===== src/rtl/sub_seq16.sv =====
//==============================================================================
// Module   : sub_seq16
// Brief    : Sequential 16-bit subtractor. It reuses one 4-bit sub4 slice,
//            processing one nibble per cycle. Defining SUB_SEQ16_OVF_EN adds
//            the signed-overflow output ovf.
// Revision : 1.0
//==============================================================================
`default_nettype none

module sub4 (
    input  logic [3:0] a,
    input  logic [3:0] b,
    input  logic       ci,
    output logic [3:0] s,
    output logic       co
);
    logic [4:0] w_diff;

    // Bit 4 of the widened difference is the borrow out.
    assign w_diff = {1'b0, a} - {1'b0, b} - {4'b0000, ci};
    assign s      = w_diff[3:0];
    assign co     = w_diff[4];
endmodule

module sub_seq16 (
    input  logic        clk,
    input  logic        rst_n,
    input  logic        start,
    input  logic        abort,
    input  logic [15:0] a,
    input  logic [15:0] b,
    input  logic        bi,
    output logic        busy,
    output logic        done,
    output logic [15:0] d,
    output logic        bo
`ifdef SUB_SEQ16_OVF_EN
    ,
    output logic        ovf
`endif
);
    typedef enum logic [1:0] {
        S_IDLE = 2'd0,
        S_RUN  = 2'd1,
        S_DONE = 2'd2
    } state_t;

    state_t      r_state;
    state_t      w_next;
    logic [15:0] r_a;
    logic [15:0] r_b;
    logic [1:0]  r_cnt;
    logic        r_brw;
    logic [15:0] r_d;
    logic        r_bo;
    logic        w_accept;
    logic        w_step;
    logic [3:0]  w_s;
    logic        w_co;
    logic [3:0]  w_sel;

    assign w_sel    = {r_cnt, 2'b00};
    assign w_accept = (r_state == S_IDLE) && start;
    assign w_step   = (r_state == S_RUN) && !abort;

    sub4 u_sub4 (
        .a  (r_a[w_sel +: 4]),
        .b  (r_b[w_sel +: 4]),
        .ci (r_brw),
        .s  (w_s),
        .co (w_co)
    );

    always_comb begin
        w_next = r_state;
        case (r_state)
            S_IDLE:  if (start) w_next = S_RUN;
            S_RUN: begin
                if (abort)              w_next = S_IDLE;
                else if (r_cnt == 2'd3) w_next = S_DONE;
            end
            S_DONE:  w_next = S_IDLE;
            default: w_next = S_IDLE;
        endcase
    end

    always_ff @(posedge clk) begin
        if (!rst_n) begin
            r_state <= S_IDLE;
            r_a     <= 16'h0000;
            r_b     <= 16'h0000;
            r_cnt   <= 2'd0;
            r_brw   <= 1'b0;
            r_d     <= 16'h0000;
            r_bo    <= 1'b0;
        end else begin
            r_state <= w_next;
            if (w_accept) begin
                r_a   <= a;
                r_b   <= b;
                r_cnt <= 2'd0;
                r_brw <= bi;
            end
            if (w_step) begin
                r_d[w_sel +: 4] <= w_s;
                r_brw           <= w_co;
                r_cnt           <= r_cnt + 2'd1;
                if (r_cnt == 2'd3) r_bo <= w_co;
            end
        end
    end

`ifdef SUB_SEQ16_OVF_EN
    logic r_ovf;

    // Bit 15 of the result is produced by the final nibble, so take it from sub4.
    always_ff @(posedge clk) begin
        if (!rst_n) begin
            r_ovf <= 1'b0;
        end else if (w_accept) begin
            r_ovf <= 1'b0;
        end else if (r_state != S_IDLE && abort) begin
            r_ovf <= 1'b0;
        end else if (w_step && r_cnt == 2'd3) begin
            r_ovf <= (r_a[15] != r_b[15]) && (w_s[3] != r_a[15]);
        end
    end

    assign ovf = r_ovf;
`endif

    assign busy = (r_state != S_IDLE);
    assign done = (r_state == S_DONE) && !abort;
    assign d    = r_d;
    assign bo   = r_bo;
endmodule

`default_nettype wire


===== config.mk =====
export PLATFORM = sky130hd
export DESIGN_NAME = sub_seq16
export DESIGN_NICKNAME = d
export VERILOG_FILES = /design/src/rtl/sub_seq16.sv
export SDC_FILE = /design/constraint.sdc
export NUM_CORES = 1
export LEC_CHECK = 0
export CAP_MARGIN = 25
export CELL_PAD_IN_SITES_DETAIL_PLACEMENT = 1
export CELL_PAD_IN_SITES_GLOBAL_PLACEMENT = 2
export CORE_MARGIN = 2
export CORE_UTILIZATION = 27
export DETAILED_ROUTE_END_ITERATION = 7
export PLACE_DENSITY_LB_ADDON = 0.12
export SLEW_MARGIN = 0
export SYNTH_ARGS = -nofsm -noshare
export SYNTH_HDL_FRONTEND = slang
export SYNTH_SLANG_ARGS = --single-unit

===== constraint.sdc =====
create_clock -name clk -period 2.6 [get_ports clk]
set_input_delay 0.65 -clock clk [delete_from_list [all_inputs] [get_ports clk]]
set_output_delay 0.65 -clock clk [all_outputs]
set_load 0.1 [all_outputs]

==> results_dict.tcl, run 1 <==
set metrics [dict create \
    outcome "completed" \
    worst_pin_slew_ps 400 \
    synth_top_area_cell "dfxtp_1" \
    p_leak_uw 0.00127 \
    grt_antenna_before_repair 0 \
    via_count 2095 \
    start_util_pct 27.7 \
    ff2ff_path_depth 9 \
    crit_start "r_cnt[0]" \
    critPathMaxFanout 5 \
    maxSlewHeadroom_pct 73.0 \
    netlist_instances 275 \
    final_cells 462 \
    hp-class "register to register" \
    synth.area.top_cells "dfxtp_1, nand2_1, a21boi_0" \
    globalplace.congestion 0.737 \
    layout_common_cells "nand2_1, dfxtp_1, clkdlybuf4s50_1, a21boi_0, buf_4" \
    cts_tree "built" \
    critical_path_class "register to register" \
    clk_latency_ps 320 \
    arrival_ps 2680 \
    totalWireLength_um 6410 \
    seq_area_frac_synth_pct 42.2 \
    p_per_area_nw_per_um2 533 \
    finClkSkew_ps 11.1 \
    synthXorXnorAreaFrac_pct 0.684 \
    routedWlPerCell_um 13.9 \
    route.detailed.drc 0 \
    pin_count 56 \
    rsz0062_at_grt "no" \
    synth_compound_area_share_pct 16.5 \
    r2r-end "d[3]" \
    syn_area_per_cell_um2 9.31 \
    ys_types 33 \
    cp.depth 9 \
    cts_root_buffer "clkbuf_8" \
    endpoint "d[3]" \
    grt_pass1_wl_um 11000 \
    multiInputGateArea_um2 1390 \
    layout_commonest_cell "nand2_1" \
    cpPeakStageDelay_ps 530 \
    finalSetupViolCount 0 \
    drive_above_1_share_pct 16.8 \
    power_uw 1810 \
    maxSlewViolCount 0 \
    synth_fa_ha_area_share_pct 6.45 \
    rows 35 \
    worstReg2RegStart "r_cnt[0]" \
    synthMuxAreaShare_pct 7.48 \
    final_hold_viol_count 0 \
    cts_max_level 2 \
    grt_max_degree 39 \
    hpwlAfterDp_um 4920 \
    fmax_mhz 411 \
    cp_num_buf_inv 2 \
    async_flop_share_pct 0 \
    slowest_stage "mux4_2" \
    die_h_um 101 \
    crit_path_start_kind "register" \
    synth_nets 324 \
    grt_use_total_pct 13.7 \
    maxCapViolCount 0 \
    crit_path_end_kind "register" \
    grt-ovfl-total 0 \
    ys_ff_latch 54 \
    fin_crit_sh_pct 93.6 \
    n_antenna_cell 0 \
    synth-edff-count 0 \
    cts.reportedPaths.clkPinSlew_ps 110 \
    die_area_um2 10300 \
    viasPerCell 4.53 \
    synth-main-ff-cell "dfxtp_1" \
    yosys.area_share.simple_pct 22.0 \
    fin_setup_tns_ps 0 \
    first_iter_violations 48 \
    final.min_clock_period_ps 2430 \
    numCtsBuffers 5 \
    cp_top_family "adder cells" \
    fin_nets 381 \
    worstPathRequired_ps 2840 \
    cp_cell_sequence "buf_6 > mux4_2 > fa_1 > ha_1 > nand4b_1 > a21oi_1 > a311oi_2 > buf_4 > o21ai_0" \
    nFillCells 1078 \
    seq_area_um2 1080 \
    cts_hold_buf 0 \
    core_um2 9240 \
    die_x_um 101 \
    rrSetupSlack_ps 170 \
    timing.hold.ws_ps 470 \
    netlist_area_um2 2560 \
    synth_top_area_share_pct 42.2 \
    drtPass1Iterations 4 \
    grt_pass1_vias 2231 \
    vdd_drop_max_mv 0.245 \
    placedCellCount 453 \
    yosys_warnings 0 \
    detail-route-antenna-nets 0 \
    synth_top_family_by_area "simple AND/OR/NAND/NOR gates" \
    area_delta_synth_final_pct 32.7 \
    clock-sinks 54 \
    port_buffers 55 \
    cts_buffer_depth 2 \
]
## metrics by stage
step	util, %	worst slack, ps	area, um2
2_1_floorplan	-	35.6	2560
6_report	36.8	166	3400
3_5_place_dp	35.1	21.8	3250
5_1_grt	36.8	22.3	3400
3_3_place_gp	35.1	111	3250
4_1_cts	36.4	40.8	3360
## synth_stat cells (3+ instances only)
cell,count
mux4_2,8
a21boi_0,34
buf_2,5
clkbuf_1,9
a22oi_1,8
nor2b_1,13
a21oi_1,6
o21ai_0,7
o2bb2ai_1,3
nand2_1,70
ha_1,10
dfxtp_1,54
nand3_1,4
and2_1,5
inv_1,13
## where the power goes
part / leakage, uW / switching, uW / internal, uW
clock network: 0.0000563 / 299 / 294
logic: 0.000776 / 176 / 158
registers: 0.000442 / 23.0 / 862
total: 0.00127 / 498 / 1310
## registers in the layout (all words and copies together) (netlist names)
register,flops
bo,1
d,16
r_a,16
r_b,16
r_brw,1
r_cnt,2
r_state,2
## layout make-up
type / instances / share of cell area, %
clock buffers: 5 / 2.03
clock inverters: 3 / 1.44
inverters: 13 / 1.44
multi-input cells: 193 / 40.9
flip-flops and latches: 54 / 31.9
well taps: 129 / 4.75
repair buffers: 65 / 17.5
## worst register-to-register path, stage by stage (launching register included)
cell,delay (ps)
dfxtp_4,390
buf_6,130
mux4_2,530
fa_1,420
ha_1,210
nand4b_1,160
a21oi_1,160
a311oi_2,50
buf_4,160
o21ai_0,130
## kinds of logic after synthesis
| group | after synthesis |
|---|---|
| AND/OR/NAND/NOR | 111 |
| flip-flops | 54 |
| multiplexers | 9 |
| AO/OA/AOI/OAI | 59 |
| adder cells (fa/ha/maj) | 12 |
| buffers and inverters | 28 |
| XOR/XNOR | 2 |
## how the worst min path moves through the flow
stage             from       to  depth (start not counted)
5_1_grt         r_a[9]   r_a[9]                          2
3_3_place_gp   r_a[11]  r_a[11]                          2
3_5_place_dp   r_b[13]  r_b[13]                          2
2_1_floorplan  r_a[10]  r_a[10]                          2
4_1_cts        r_b[13]  r_b[13]                          2
6_report         d[11]    d[11]                          2
## routing by layer
metal  routed length (um)  global-route usage [%]  vias to the layer above  share of wire [%]
met5                    0                       0                        -                  0
met4                   85                    4.37                        0                1.3
met3                  229                    2.62                        8                3.6
met2                 3060                    23.8                       37                 48
met1                 3040                    16.9                      996                 47
li1                     -                       -                     1054                  -
## timing repair
| action | in CTS | in global routing |
|---|---|---|
| gates resized for setup | 1 | 10 |
| pin swaps | 1 | 1 |
| buffers inserted | 0 | 1 |
| setup endpoints to repair | 2 | 10 |
(Power assumes the default switching activity.)
==> inputs of run 2 (changes only) <==
- CTS_BUF_LIST: default -> sky130_fd_sc_hd__clkbuf_8 sky130_fd_sc_hd__clkbuf_16
==> results of run 2 <==
No change in the layout: final DEF, timing and power equal those of run 1.
==> inputs of run 3 (changes only) <==
- ABC_AREA: default -> 0
- CORE_MARGIN: 2 -> default
==> results_dict.tcl, run 3 (synthesis results as in run 1) <==
set metrics [dict create \
    hp-class "register to register" \
    maxCapViolCount 0 \
    maxSlewHeadroom_pct 70.0 \
    drtPass1Iterations 4 \
    worst_pin_slew_ps 444 \
    port_buffers 55 \
    final.min_clock_period_ps 2420 \
    numCtsBuffers 5 \
    final_cells 446 \
    cts_hold_buf 0 \
    globalplace.congestion 0.733 \
    arrival_ps 2660 \
    rsz0062_at_grt "yes" \
    grt-ovfl-total 0 \
    grt_antenna_before_repair 0 \
    routedWlPerCell_um 14.3 \
    grt_busiest_layer "met2" \
    fin_crit_sh_pct 93.1 \
    postPlaceCellArea_um2 3240 \
    crit_path_start_kind "register" \
    start_util_pct 27.8 \
    pin_count 56 \
    seq_area_um2 1080 \
    maxSlewViolCount 0 \
    rows 35 \
    viasPerCell 4.66 \
    first_iter_violations 51 \
    grt_pass1_vias 2054 \
    critPathMaxFanout 14 \
    crit_path_end_kind "register" \
    grt_max_degree 55 \
    die_area_um2 9870 \
    finalSetupViolCount 0 \
    power_uw 1700 \
    post-route-util_pct 36.5 \
    die_h_um 99.4 \
    multiInputGateArea_um2 1370 \
    fin_nets 383 \
    n_antenna_cell 0 \
    vdd_drop_max_mv 0.202 \
    worstPathRequired_ps 2830 \
    via_count 2080 \
    hpwlAfterDp_um 4740 \
    globalRouteMet1Util_pct 18.7 \
    p_per_area_nw_per_um2 507 \
    outcome "completed" \
    fin_setup_tns_ps 0 \
    detail-route-antenna-nets 0 \
    final_hold_viol_count 0 \
    core_um2 9200 \
    cts_buffer_depth 2 \
    drive_above_1_share_pct 15.8 \
    p_leak_uw 0.00127 \
    layout_commonest_cell "nand2_1" \
    nFillCells 1099 \
    fmax_mhz 413 \
    die_x_um 99.4 \
    grt_pass1_wl_um 10700 \
    finClkSkew_ps 5.41 \
    cts.reportedPaths.clkPinSlew_ps 100 \
    final_cell_area_um2 3360 \
    clock-sinks 54 \
    grt_use_met2_pct 23.0 \
    totalWireLength_um 6390 \
    route.detailed.drc 0 \
    cts_max_level 2 \
    grtUsageMet3_pct 2.67 \
    clk_latency_ps 300 \
    area_delta_synth_final_pct 31.1 \
    layout_common_cells "nand2_1, dfxtp_1, clkdlybuf4s50_1, a21boi_0, buf_4" \
    cts_tree "built" \
    grt_use_total_pct 13.9 \
    cts_root_buffer "clkbuf_8" \
    placedCellCount 435 \
    critical_path_class "register to register" \
]
[run 3: area by class of cell]
class / instances / area share (%)
Clock buffer: 6 / 2.46
Timing Repair Buffer: 67 / 18.4
Clock inverter: 2 / 0.261
Inverter: 13 / 1.45
Sequential cell: 54 / 32.3
Multi-Input combinational cell: 193 / 40.9
Tap cell: 111 / 4.14
[run 3: per-layer routing]
| layer | part of all wire, % | routed length [um] |
|---|---|---|
| met5 | 0 | 0 |
| met4 | 0.92 | 59 |
| met3 | 3.1 | 199 |
| met2 | 47 | 3030 |
| met1 | 49 | 3100 |
[run 3: where the power goes]
part	internal (uW)	switching, uW
logic	159	172
clock network	212	274
registers	862	23.5
total	1230	469
[run 3: path summary, 6_finish.rpt]
| path | end | slack (ps) | cells after the start | startpoint |
|---|---|---|---|---|
| hold reg to reg | r_a[9] | 470 | 2 | r_a[9] |
| setup reg to reg | d[3] | 180 | 11 | r_cnt[0] |
| setup / recovery | d[3] | 180 | 11 | r_cnt[0] |
| hold / removal | r_a[9] | 470 | 2 | r_a[9] |
[run 3: metrics by stage]
step / hold WS, ps / setup WS [ps]
after global placement: 455 / 61.5
after global routing: 502 / -10.4
after floorplan: 440 / 35.6
after CTS: 477 / 53.5
after detailed placement: 463 / -29.3
final: 470 / 178
[run 3: worst max-delay path, cell delays in order, from the launching register on]
cell and delay [ps]:
dfxtp_4 390, buf_12 150, mux4_2 490, inv_1 60, ha_1 210, inv_1 50, ha_1 250, nor2b_1 180
a21boi_1 230, a311oi_2 50, buf_4 160, o21ai_0 120
[run 3: repair_timing]
action | 4_1_cts | 5_1_grt
pin swaps | 0 | 2
gates resized for setup | 1 | 6
setup buffers | 0 | 3
endpoints found under the setup margin | 6 | 9
endpoints found under the hold margin | 0 | 0
